==> src/rtl/plot_receiver_pkg.sv <==
// Shared display definitions: default frame geometry, frame-memory address
// width, colour width, the receiver FSM state encoding and the queued pixel
// record. Imported by every display block.
package plot_receiver_pkg;

  localparam int unsigned DISPLAY_WIDTH  = 160;
  localparam int unsigned DISPLAY_HEIGHT = 120;
  localparam int unsigned ADDR_W         = 15;
  localparam int unsigned COLOUR_W       = 3;

  typedef enum logic [1:0] {
    ST_IDLE,
    ST_WRITE,
    ST_CLEAR
  } state_t;

  typedef struct packed {
    logic [ADDR_W-1:0]   addr;
    logic [COLOUR_W-1:0] colour;
  } pixel_t;

  // Row-major linear frame address.
  function automatic logic [ADDR_W-1:0] pixel_addr(input logic [7:0] x,
                                                   input logic [7:0] y,
                                                   input int unsigned width);
    return ADDR_W'(32'(y) * width + 32'(x));
  endfunction

endpackage

==> src/rtl/plot_fifo.sv <==
// Pixel FIFO between the plot producer and the frame-memory writer.
// Ports:
//   clock, resetn       - clock, asynchronous active-low reset
//   push, push_data     - enqueue one pixel record (never asserted when full)
//   pop                 - dequeue the head (never asserted when empty)
//   head                - current head entry
//   next_head           - entry that becomes head after a pop this cycle
//   full, empty, last   - occupancy flags (last = exactly one entry)
module plot_fifo
  import plot_receiver_pkg::*;
#(
  parameter int unsigned DEPTH = 4
) (
  input  logic   clock,
  input  logic   resetn,
  input  logic   push,
  input  logic   pop,
  input  pixel_t push_data,
  output pixel_t head,
  output pixel_t next_head,
  output logic   full,
  output logic   empty,
  output logic   last
);

  localparam int unsigned PTR_W = $clog2(DEPTH);
  localparam int unsigned CNT_W = PTR_W + 1;

  pixel_t            mem [DEPTH];
  logic [PTR_W-1:0]  wr_ptr;
  logic [PTR_W-1:0]  rd_ptr;
  logic [CNT_W-1:0]  count;

  always_ff @(posedge clock) begin
    if (push) mem[wr_ptr] <= push_data;
  end

  always_ff @(posedge clock or negedge resetn) begin
    if (!resetn) begin
      wr_ptr <= '0;
      rd_ptr <= '0;
      count  <= '0;
    end else begin
      if (push) wr_ptr <= wr_ptr + PTR_W'(1);
      if (pop)  rd_ptr <= rd_ptr + PTR_W'(1);
      case ({push, pop})
        2'b10:   count <= count + CNT_W'(1);
        2'b01:   count <= count - CNT_W'(1);
        default: count <= count;
      endcase
    end
  end

  assign head  = mem[rd_ptr];
  // With a single entry, the only candidate for the post-pop head is the
  // pixel being pushed in the same cycle.
  assign next_head = (count == CNT_W'(1)) ? push_data : mem[rd_ptr + PTR_W'(1)];
  assign full  = (count == CNT_W'(DEPTH));
  assign empty = (count == '0);
  assign last  = (count == CNT_W'(1));

endmodule

==> src/rtl/plot_receiver.sv <==
// Receives plotted pixels, range-checks them, queues them and writes them to
// frame memory with a held write request; also sweeps the whole frame to
// colour 0 on a clear request.
// Ports:
//   clock, resetn               - clock, asynchronous active-low reset
//   in_x, in_y, in_colour, plot - pixel from producer, valid when plot
//   in_ready                    - pixel accepted when plot && in_ready
//   clear                       - one-cycle request to blank the frame
//   mem_addr, mem_data, mem_we  - frame memory write, held until mem_ready
//   mem_ready                   - memory accepts the write this cycle
//   drop_count                  - saturating count of out-of-range pixels
//   clearing                    - high while the clear sweep runs
module plot_receiver
  import plot_receiver_pkg::*;
#(
  parameter int unsigned WIDTH  = DISPLAY_WIDTH,
  parameter int unsigned HEIGHT = DISPLAY_HEIGHT,
  parameter int unsigned DEPTH  = 4
) (
  input  logic                clock,
  input  logic                resetn,
  input  logic [7:0]          in_x,
  input  logic [7:0]          in_y,
  input  logic [COLOUR_W-1:0] in_colour,
  input  logic                plot,
  output logic                in_ready,
  input  logic                clear,
  output logic [ADDR_W-1:0]   mem_addr,
  output logic [COLOUR_W-1:0] mem_data,
  output logic                mem_we,
  input  logic                mem_ready,
  output logic [7:0]          drop_count,
  output logic                clearing
);

  localparam logic [ADDR_W-1:0] LAST_ADDR = ADDR_W'(WIDTH * HEIGHT - 1);

  state_t            state;
  logic              clear_pend;
  logic [ADDR_W-1:0] sweep;

  logic   accept;
  logic   in_range;
  logic   push;
  logic   pop;
  pixel_t push_data;
  pixel_t head;
  pixel_t next_head;
  logic   full;
  logic   empty;
  logic   last;

  assign in_ready  = !full;
  assign accept    = plot && in_ready;
  assign in_range  = (32'(in_x) < WIDTH) && (32'(in_y) < HEIGHT);
  assign push      = accept && in_range;
  assign push_data = '{addr: pixel_addr(in_x, in_y, WIDTH), colour: in_colour};
  assign pop       = (state == ST_WRITE) && mem_ready;

  plot_fifo #(
    .DEPTH(DEPTH)
  ) u_fifo (
    .clock    (clock),
    .resetn   (resetn),
    .push     (push),
    .pop      (pop),
    .push_data(push_data),
    .head     (head),
    .next_head(next_head),
    .full     (full),
    .empty    (empty),
    .last     (last)
  );

  always_ff @(posedge clock or negedge resetn) begin
    if (!resetn) begin
      drop_count <= '0;
    end else if (accept && !in_range && drop_count != 8'hFF) begin
      drop_count <= drop_count + 8'd1;
    end
  end

  always_ff @(posedge clock or negedge resetn) begin
    if (!resetn) begin
      state      <= ST_IDLE;
      mem_we     <= 1'b0;
      mem_addr   <= '0;
      mem_data   <= '0;
      clearing   <= 1'b0;
      clear_pend <= 1'b0;
      sweep      <= '0;
    end else begin
      // Pending flag drops when the sweep starts; pulses during the sweep
      // are swallowed.
      if (state == ST_IDLE && clear_pend)
        clear_pend <= 1'b0;
      else if (clear && state != ST_CLEAR)
        clear_pend <= 1'b1;

      case (state)
        ST_IDLE: begin
          if (clear_pend) begin
            state    <= ST_CLEAR;
            clearing <= 1'b1;
            mem_we   <= 1'b1;
            mem_addr <= '0;
            mem_data <= '0;
            sweep    <= '0;
          end else if (!empty) begin
            state    <= ST_WRITE;
            mem_we   <= 1'b1;
            mem_addr <= head.addr;
            mem_data <= head.colour;
          end
        end

        ST_WRITE: begin
          if (mem_ready) begin
            // Outputs are registered, so the entry after the popped head is
            // loaded on the same edge as the pop.
            if (clear_pend || (last && !push)) begin
              state    <= ST_IDLE;
              mem_we   <= 1'b0;
              mem_addr <= '0;
              mem_data <= '0;
            end else begin
              mem_addr <= next_head.addr;
              mem_data <= next_head.colour;
            end
          end
        end

        ST_CLEAR: begin
          if (mem_ready) begin
            if (sweep == LAST_ADDR) begin
              state    <= ST_IDLE;
              clearing <= 1'b0;
              mem_we   <= 1'b0;
              mem_addr <= '0;
              sweep    <= '0;
            end else begin
              sweep    <= sweep + ADDR_W'(1);
              mem_addr <= sweep + ADDR_W'(1);
            end
          end
        end

        default: begin
          state    <= ST_IDLE;
          mem_we   <= 1'b0;
          clearing <= 1'b0;
        end
      endcase
    end
  end

endmodule

==> config.mk <==
export PLATFORM = sky130hd
export DESIGN_NAME = plot_receiver
export DESIGN_NICKNAME = d
export VERILOG_FILES = /design/src/rtl/plot_receiver_pkg.sv /design/src/rtl/plot_fifo.sv /design/src/rtl/plot_receiver.sv
export SDC_FILE = /design/constraint.sdc
export NUM_CORES = 1
export LEC_CHECK = 0
export ABC_AREA = 1
export CAP_MARGIN = 20
export CORE_UTILIZATION = 42
export CTS_BUF_LIST = sky130_fd_sc_hd__clkbuf_4
export CTS_CLUSTER_DIAMETER = 150
export DETAILED_ROUTE_END_ITERATION = 6
export HOLD_SLACK_MARGIN = 0.12
export SETUP_SLACK_MARGIN = 0.5
export SYNTH_ARGS = -nofsm -noshare
export SYNTH_HDL_FRONTEND = slang
export SYNTH_HIERARCHICAL = 1
export SYNTH_SLANG_ARGS = --single-unit
==> constraint.sdc <==
create_clock -name clock -period 2.9 [get_ports clock]
set_input_delay 0.58 -clock clock [delete_from_list [all_inputs] [get_ports clock]]
set_output_delay 0.58 -clock clock [all_outputs]
set_load 0.02 [all_outputs]
==> results of run 1 <==
[Yosys cell counts (4+ instances only)]
master    count  area, um2
a21oi_1      36      180.2
edfxtp_1     72       2162
inv_2         7      26.28
inv_1        55      206.5
o21ai_0      58      290.3
nor2_1       79      296.5
buf_4         5      37.54
buf_2        16      80.08
a31oi_1       4      25.02
ha_1         30      375.4
xnor2_1       8      70.07
xor2_1       14      122.6
nand4_1      11      68.82
nand2_1     339       1272
clkbuf_1      7      26.28
nand3_1      44      220.2
o22ai_1      19      118.9
nand3_2       5      50.05
or2_2         5      31.28
o21ai_1       7      35.03
nor2_2        5      31.28
nand2_2       5      31.28
dfrtp_1      53       1326
[area by class of cell]
| cell class | instances | share of cell area [%] |
|---|---|---|
| inverters | 63 | 2.664 |
| diodes | 1 | 0.02790 |
| repair buffers | 109 | 11.06 |
| clock buffers | 18 | 1.506 |
| well taps | 220 | 3.069 |
| multi-input cells | 685 | 40.90 |
| clock inverters | 14 | 1.883 |
| flip-flops and latches | 125 | 38.89 |
[cell families (layout without fill, tap and decap cells)]
group	Yosys count	count (layout)	synth area share, %
other	0	1	0
adders and majority gates	32	32	5.683
DFF	125	125	47.72
xor gates and xnor gates	22	22	2.636
buffers and inverters	98	204	5.974
muxes	1	1	0.1540
AOI/OAI and AO/OA	130	130	9.500
and+or+nand+nor	500	500	28.33
[critical path, delay by kind of cell]
family | cells | cell delay (ps)
adders and majority gates | 3 | 950
and+or+nand+nor | 10 | 860
buffers and inverters | 1 | 100
AOI/OAI and AO/OA | 2 | 320
[stage by stage]
step                      TNS [ps]  util [%]  cells  area (um2)  power (W)
final                            0     53.52   1235        8970   0.008210
after global routing             0     53.52   1235        8970   0.008823
after CTS                        0     52.86   1231        8860   0.008192
after detailed placement     -5029     50.34   1196        8437   0.006828
after global placement       -4280     50.27   1195        8426   0.006771
after floorplan                  0         -    908        7407   0.005417
[placed cells by master (no fill, tap or decap), types with 4 or more instances in the layout]
cell	count
dfrtp_1	53
clkbuf_4	18
nand3_2	10
edfxtp_1	72
o21ai_1	7
o22ai_1	18
xnor2_1	6
nand3_1	39
nand2_2	11
xor2_1	9
nor2_2	6
or2_2	5
ha_4	9
inv_1	54
nor2_1	77
ha_1	19
a21oi_1	34
clkinv_4	4
o21ai_0	57
clkbuf_2	4
nand2_1	333
buf_4	51
nand4_1	11
xor2_2	4
inv_2	8
a31oi_1	4
clkdlybuf4s50_1	41
inv_4	4
buf_12	4
[worst min path at each step]
| stage | slack [ps] | end | from |
|---|---|---|---|
| 2_1_floorplan | 280 | clear_pend | resetn |
| 3_3_place_gp | 480 | mem_we | mem_we |
| 3_5_place_dp | 480 | clearing | clearing |
| 4_1_cts | 510 | clearing | clearing |
| 5_1_grt | 510 | u_fifo/mem[0][8] | in_x[5] |
| 6_report | 500 | clearing | clearing |
[sequential cells by signal, indices dropped and copies added (netlist names)]
name and cells:
u_fifo/count 3, mem_we 1, mem_addr 15, mem_data 3, sweep 15, u_fifo/mem 72
u_fifo/wr_ptr 2, drop_count 8, u_fifo/rd_ptr 2, clear_pend 1, clearing 1, state 2
[power by group through the flow]
stage	clock network, W	logic [W]	registers (W)
finish	0.00131	0.00437	0.00254
detailed placement	0	0.00425	0.00258
floorplan	0	0.00269	0.00273
global route	0.00141	0.00484	0.00257
CTS	0.00134	0.00432	0.00254
global placement	0	0.00420	0.00258
[layer usage]
layer | vias up | wire length, um | global-route usage, %
li1 | 3160 | - | -
met1 | 2904 | 8447 | 28.38
met2 | 162 | 9271 | 36.82
met3 | 44 | 883 | 3.968
met4 | 2 | 657 | 10.98
met5 | - | 8 | 0
[what timing repair did]
action / in CTS / in global routing
setup endpoints to repair: 20 / 11
pin swaps: 10 / 21
resized for setup: 20 / 37
buffers inserted: 2 / 3
hold buffers: 1 / 0
hold endpoints to repair: 28 / 0
==> flow_summary.toml, run 1 <==
[routing]
firstDrtPassIters = 5
drt_wl_total_um = 19270
via_per_inst = 5.079
route.detailed.drc = 0
detail-route-antenna-nets = 0
via_count = 6272
drt_iter0_markers = 355
drt-wirelength-per-cell_um = 15.60

[global_routing]
globalRouteTotalUtil_pct = 22.36
antenna_found_initial = 2
grt-ovfl-total = 0
grt_pass1_wl_um = 30320
grt_pass1_vias = 5816
grt_start_max_net_pins = 57

[setup_path]
required_ps = 3390
path_max_fanout = 3
rrSetupSlack_ps = 680
cp_common_cell = "nand2_1"
r2r_start = "u_fifo/count[1]"
start_kind = "primary input"
path_class = "primary input to register"
reg2reg_to = "u_fifo/count[2]"
cp_slowest_cell = "fa_2"
crit_path_end_kind = "register"
crit_arrival_ps = 2810
setup.worst_path.end = "mem_addr[14]"
reg2reg_depth = 14
worstPathCellList = "buf_8 > ha_4 > ha_4 > fa_2 > nand4_1 > o21ai_2 > nand2_2 > nor2_4 > nand4_1 > nand2_2 > nand2_1 > nand2_1 > nand3_1 > nand2_1 > nand2_1 > a21oi_2"
crit_start = "in_y[3]"
slowest_delay_ps = 550

[synth]
avgSynthCellArea_um2 = 8.050
yosysSeqAreaShare_pct = 47.72
synth-edff-count = 72
synthCells = 908
ys_ff_latch = 125
ys_warn_count = 6
ys.flop_type = "edfxtp_1"
async_flop_share_pct = 42.40
synth_fp_nets = 964
synth.distinct_cells = 38
syn_area_mm2 = 0.007310

[timing]
clock.fmax_mhz = 431.3
skew_ps = 23.52
worst_slack_ps = 581.4
layout_min_cycle_time_ps = 2319
worstMarginPinSlew_ps = 741.1
finalHoldViolCount = 0
rsz0062_at_grt = "yes"
fin_crit_sh_pct = 79.95
maxSlewViolCount = 0
setup_violations = 0
slew_headroom_pct = 50.41
holdWs_ps = 503.4

[floorplan]
io_pins = 53
die_x_um = 133.9
rows = 47
coreArea_mm2 = 0.01676
die_area_mm2 = 0.01793
start_util_pct = 43.61
die_h_um = 133.9

[final_layout]
final-seq-area_mm2 = 0.003488
multi_input_area_mm2 = 0.003669
drive_above_1_share_pct = 16.47
nFillCells = 1616
nNetsFinal = 1057
syn_to_final_growth_pct = 22.71

[power_and_ir_drop]
p_per_area_mw_per_mm2 = 915.3
sw_frac_of_total_pct = 45.65
p_switching_w = 0.003748
ir_worst_vdd_v = 0.0005165
internal_power_w = 0.004462
power.leakage_nw = 4.007
power_frac_seq_pct = 30.9
pwr-share-clk_pct = 15.9
pwr-share-comb_pct = 53.2

[placed_design]
routabilityCongestion = 0.8575
dp_hpwl_um = 12960
port_buffers = 52
place_ws_ps = -416.9

[min_path]
holdPathStages = 2
hold_class = "register to register"

[cts]
clock_latency_ps = 560
numCtsBuffers = 17
clock_path_buffers = 2
h-tree-depth = 4
clock_sinks = 125
clk_pin_slew_ps = 110
cts_tree = "done"
root_buffer = "clkbuf_4"

[run_status]
status = "finished clean"

[run]
max_cap_violations = 0
No activity file was read; power rests on OpenSTA's default activity.
==> run 2, diff against run 1 <==
- clock period: 2.9 -> 2.4 ns (I/O delays scaled with it)
==> run 2 against run 1 <==
Against the previous run: global-route usage is 0.53 points higher; combinational power is 35% higher; clock power rose by 15%; hold slack worse by 89 ps; register-to-register slack worse by 220 ps; die area did not move; non-clock buffer count increased by 38.
==> flow_summary.toml, run 2 (synthesized netlist as in run 1, its figures left out) <==
[timing]
fin_crit_sh_pct = 89.36
skew_ps = 19.82
clock.fmax_mhz = 466.3
rsz0062_at_grt = "yes"
setup_violations = 0
maxSlewViolCount = 0
slew_headroom_pct = 72.49
holdWs_ps = 414.1
tns_ps = 0
worstMarginPinSlew_ps = 409.9
finalHoldViolCount = 0
layout_min_cycle_time_ps = 2145

[floorplan]
die_h_um = 133.9
die_area_mm2 = 0.01793
start_util_pct = 43.61
io_pins = 53
die_x_um = 133.9
coreArea_mm2 = 0.01676
rows = 47

[routing]
route.detailed.drc = 0
via_per_inst = 5.126
drt_wl_total_um = 20700
via_count = 6531
drt_iter0_markers = 470
detail-route-antenna-nets = 0
firstDrtPassIters = 5
drt-wirelength-per-cell_um = 16.25

[power_and_ir_drop]
ir_worst_vdd_v = 0.0005948
p_per_area_mw_per_mm2 = 1096
power.leakage_nw = 4.301

[placed_design]
port_buffers = 52
dp_hpwl_um = 12990
routabilityCongestion = 0.8426

[final_layout]
fin_util_pct = 57.15
syn_to_final_growth_pct = 31.03
nNetsFinal = 1096
reg_top3 = "u_fifo/mem x72, mem_addr x15, sweep x15"
final_cell_mix = "331 x nand2_1, 75 x nor2_1, 72 x edfxtp_1"
largest_reg_flops = 72
drive_above_1_share_pct = 22.03
layout_commonest_cell = "nand2_1"
regMostFlops = "u_fifo/mem"

[cts]
numCtsBuffers = 17
clock_sinks = 125
clock_latency_ps = 570
cts_tree = "done"
clock_path_buffers = 2
h-tree-depth = 4
clk_pin_slew_ps = 120
root_buffer = "clkbuf_4"

[setup_path]
path_class = "primary input to register"
rrSetupSlack_ps = 460
required_ps = 2880
crit_arrival_ps = 2630
crit_path_end_kind = "register"
path_max_fanout = 3
start_kind = "primary input"
reg2reg_depth = 11

[global_routing]
grt_start_max_net_pins = 54
antenna_found_initial = 1
globalRouteTotalUtil_pct = 22.89
grt_pass1_wl_um = 31220
grt-ovfl-total = 0
grt_pass1_vias = 5961

[run]
max_cap_violations = 0

[run_status]
status = "finished clean"

[min_path]
hold_class = "primary input to async pin"
==> run 2: cell count changes in the layout (fill, tap and decap cells not counted), moves of 9 or more <==
cell | previous run | this run
inv_1 | 54 | 42
dlygate4sd2_1 | 1 | 31
clkdlybuf4s50_1 | 41 | 11
buf_6 | 2 | 11
buf_4 | 51 | 69
==> run 2: layer usage <==
layer | share of wire [%] | GRT usage, %
met1 | 43 | 29.47
met2 | 48 | 38.00
met3 | 5.9 | 3.666
met4 | 3.3 | 10.10
met5 | 0 | 0
==> run 2: worst paths after layout <==
path / start / end
setup / recovery: in_y[3] / mem_addr[13]
hold / removal: resetn / state[0]
setup reg to reg: u_fifo/count[1] / u_fifo/mem[3][14]
hold reg to reg: mem_we / mem_we
max in group asynchronous: resetn / sweep[11]
min in group clock: in_x[5] / u_fifo/mem[2][8]
==> run 2: timing repair <==
action | 4_1_cts | 5_1_grt
gates resized for setup | 93 | 52
pin swaps | 28 | 15
hold buffers | 1 | 0
endpoints found under the hold margin | 53 | 0
cloned | 0 | 8
setup endpoints to repair | 155 | 126
buffers inserted | 13 | 17
==> run 2: stage by stage <==
step,instances,power [W],worst slack (ps),instance area (um2)
2_1_floorplan,908,0.006578,-186.5,7475
5_1_grt,1274,0.01127,158.6,9578
3_5_place_dp,1202,0.008393,-832.5,8573
4_1_cts,1248,0.009915,249.8,9072
3_3_place_gp,1202,0.008356,-772.6,8573
6_report,1274,0.01050,255.3,9578
==> run 2: final cells by class <==
cell class,count,area (um2)
timing repair inverter,1,7.507
inverter,63,259.0
timing repair buffer,147,1443
multi-input combinational,685,3821
clock inverter,15,153.9
tap,220,275.3
sequential,125,3488
fill,1547,7182
antenna,1,2.502
clock buffer,17,127.6
==> run 2: power by group <==
part           total [W]  internal [W]  switching [W]
sequential       0.00308       0.00274       0.000345
clock            0.00150      0.000698       0.000803
combinational    0.00591       0.00224        0.00367
==> run 2: worst max-delay path: stages <==
cell and delay (ps):
buf_8 100, ha_4 240, ha_4 160, fa_2 540, buf_4 110, buf_6 100, nand3_2 70, nor2_1 100
nand2_1 100, xnor2_2 190, nand2_1 60, nand2_1 70, nand3_1 70, nand2_1 60, nand2_1 50, a21oi_1 130
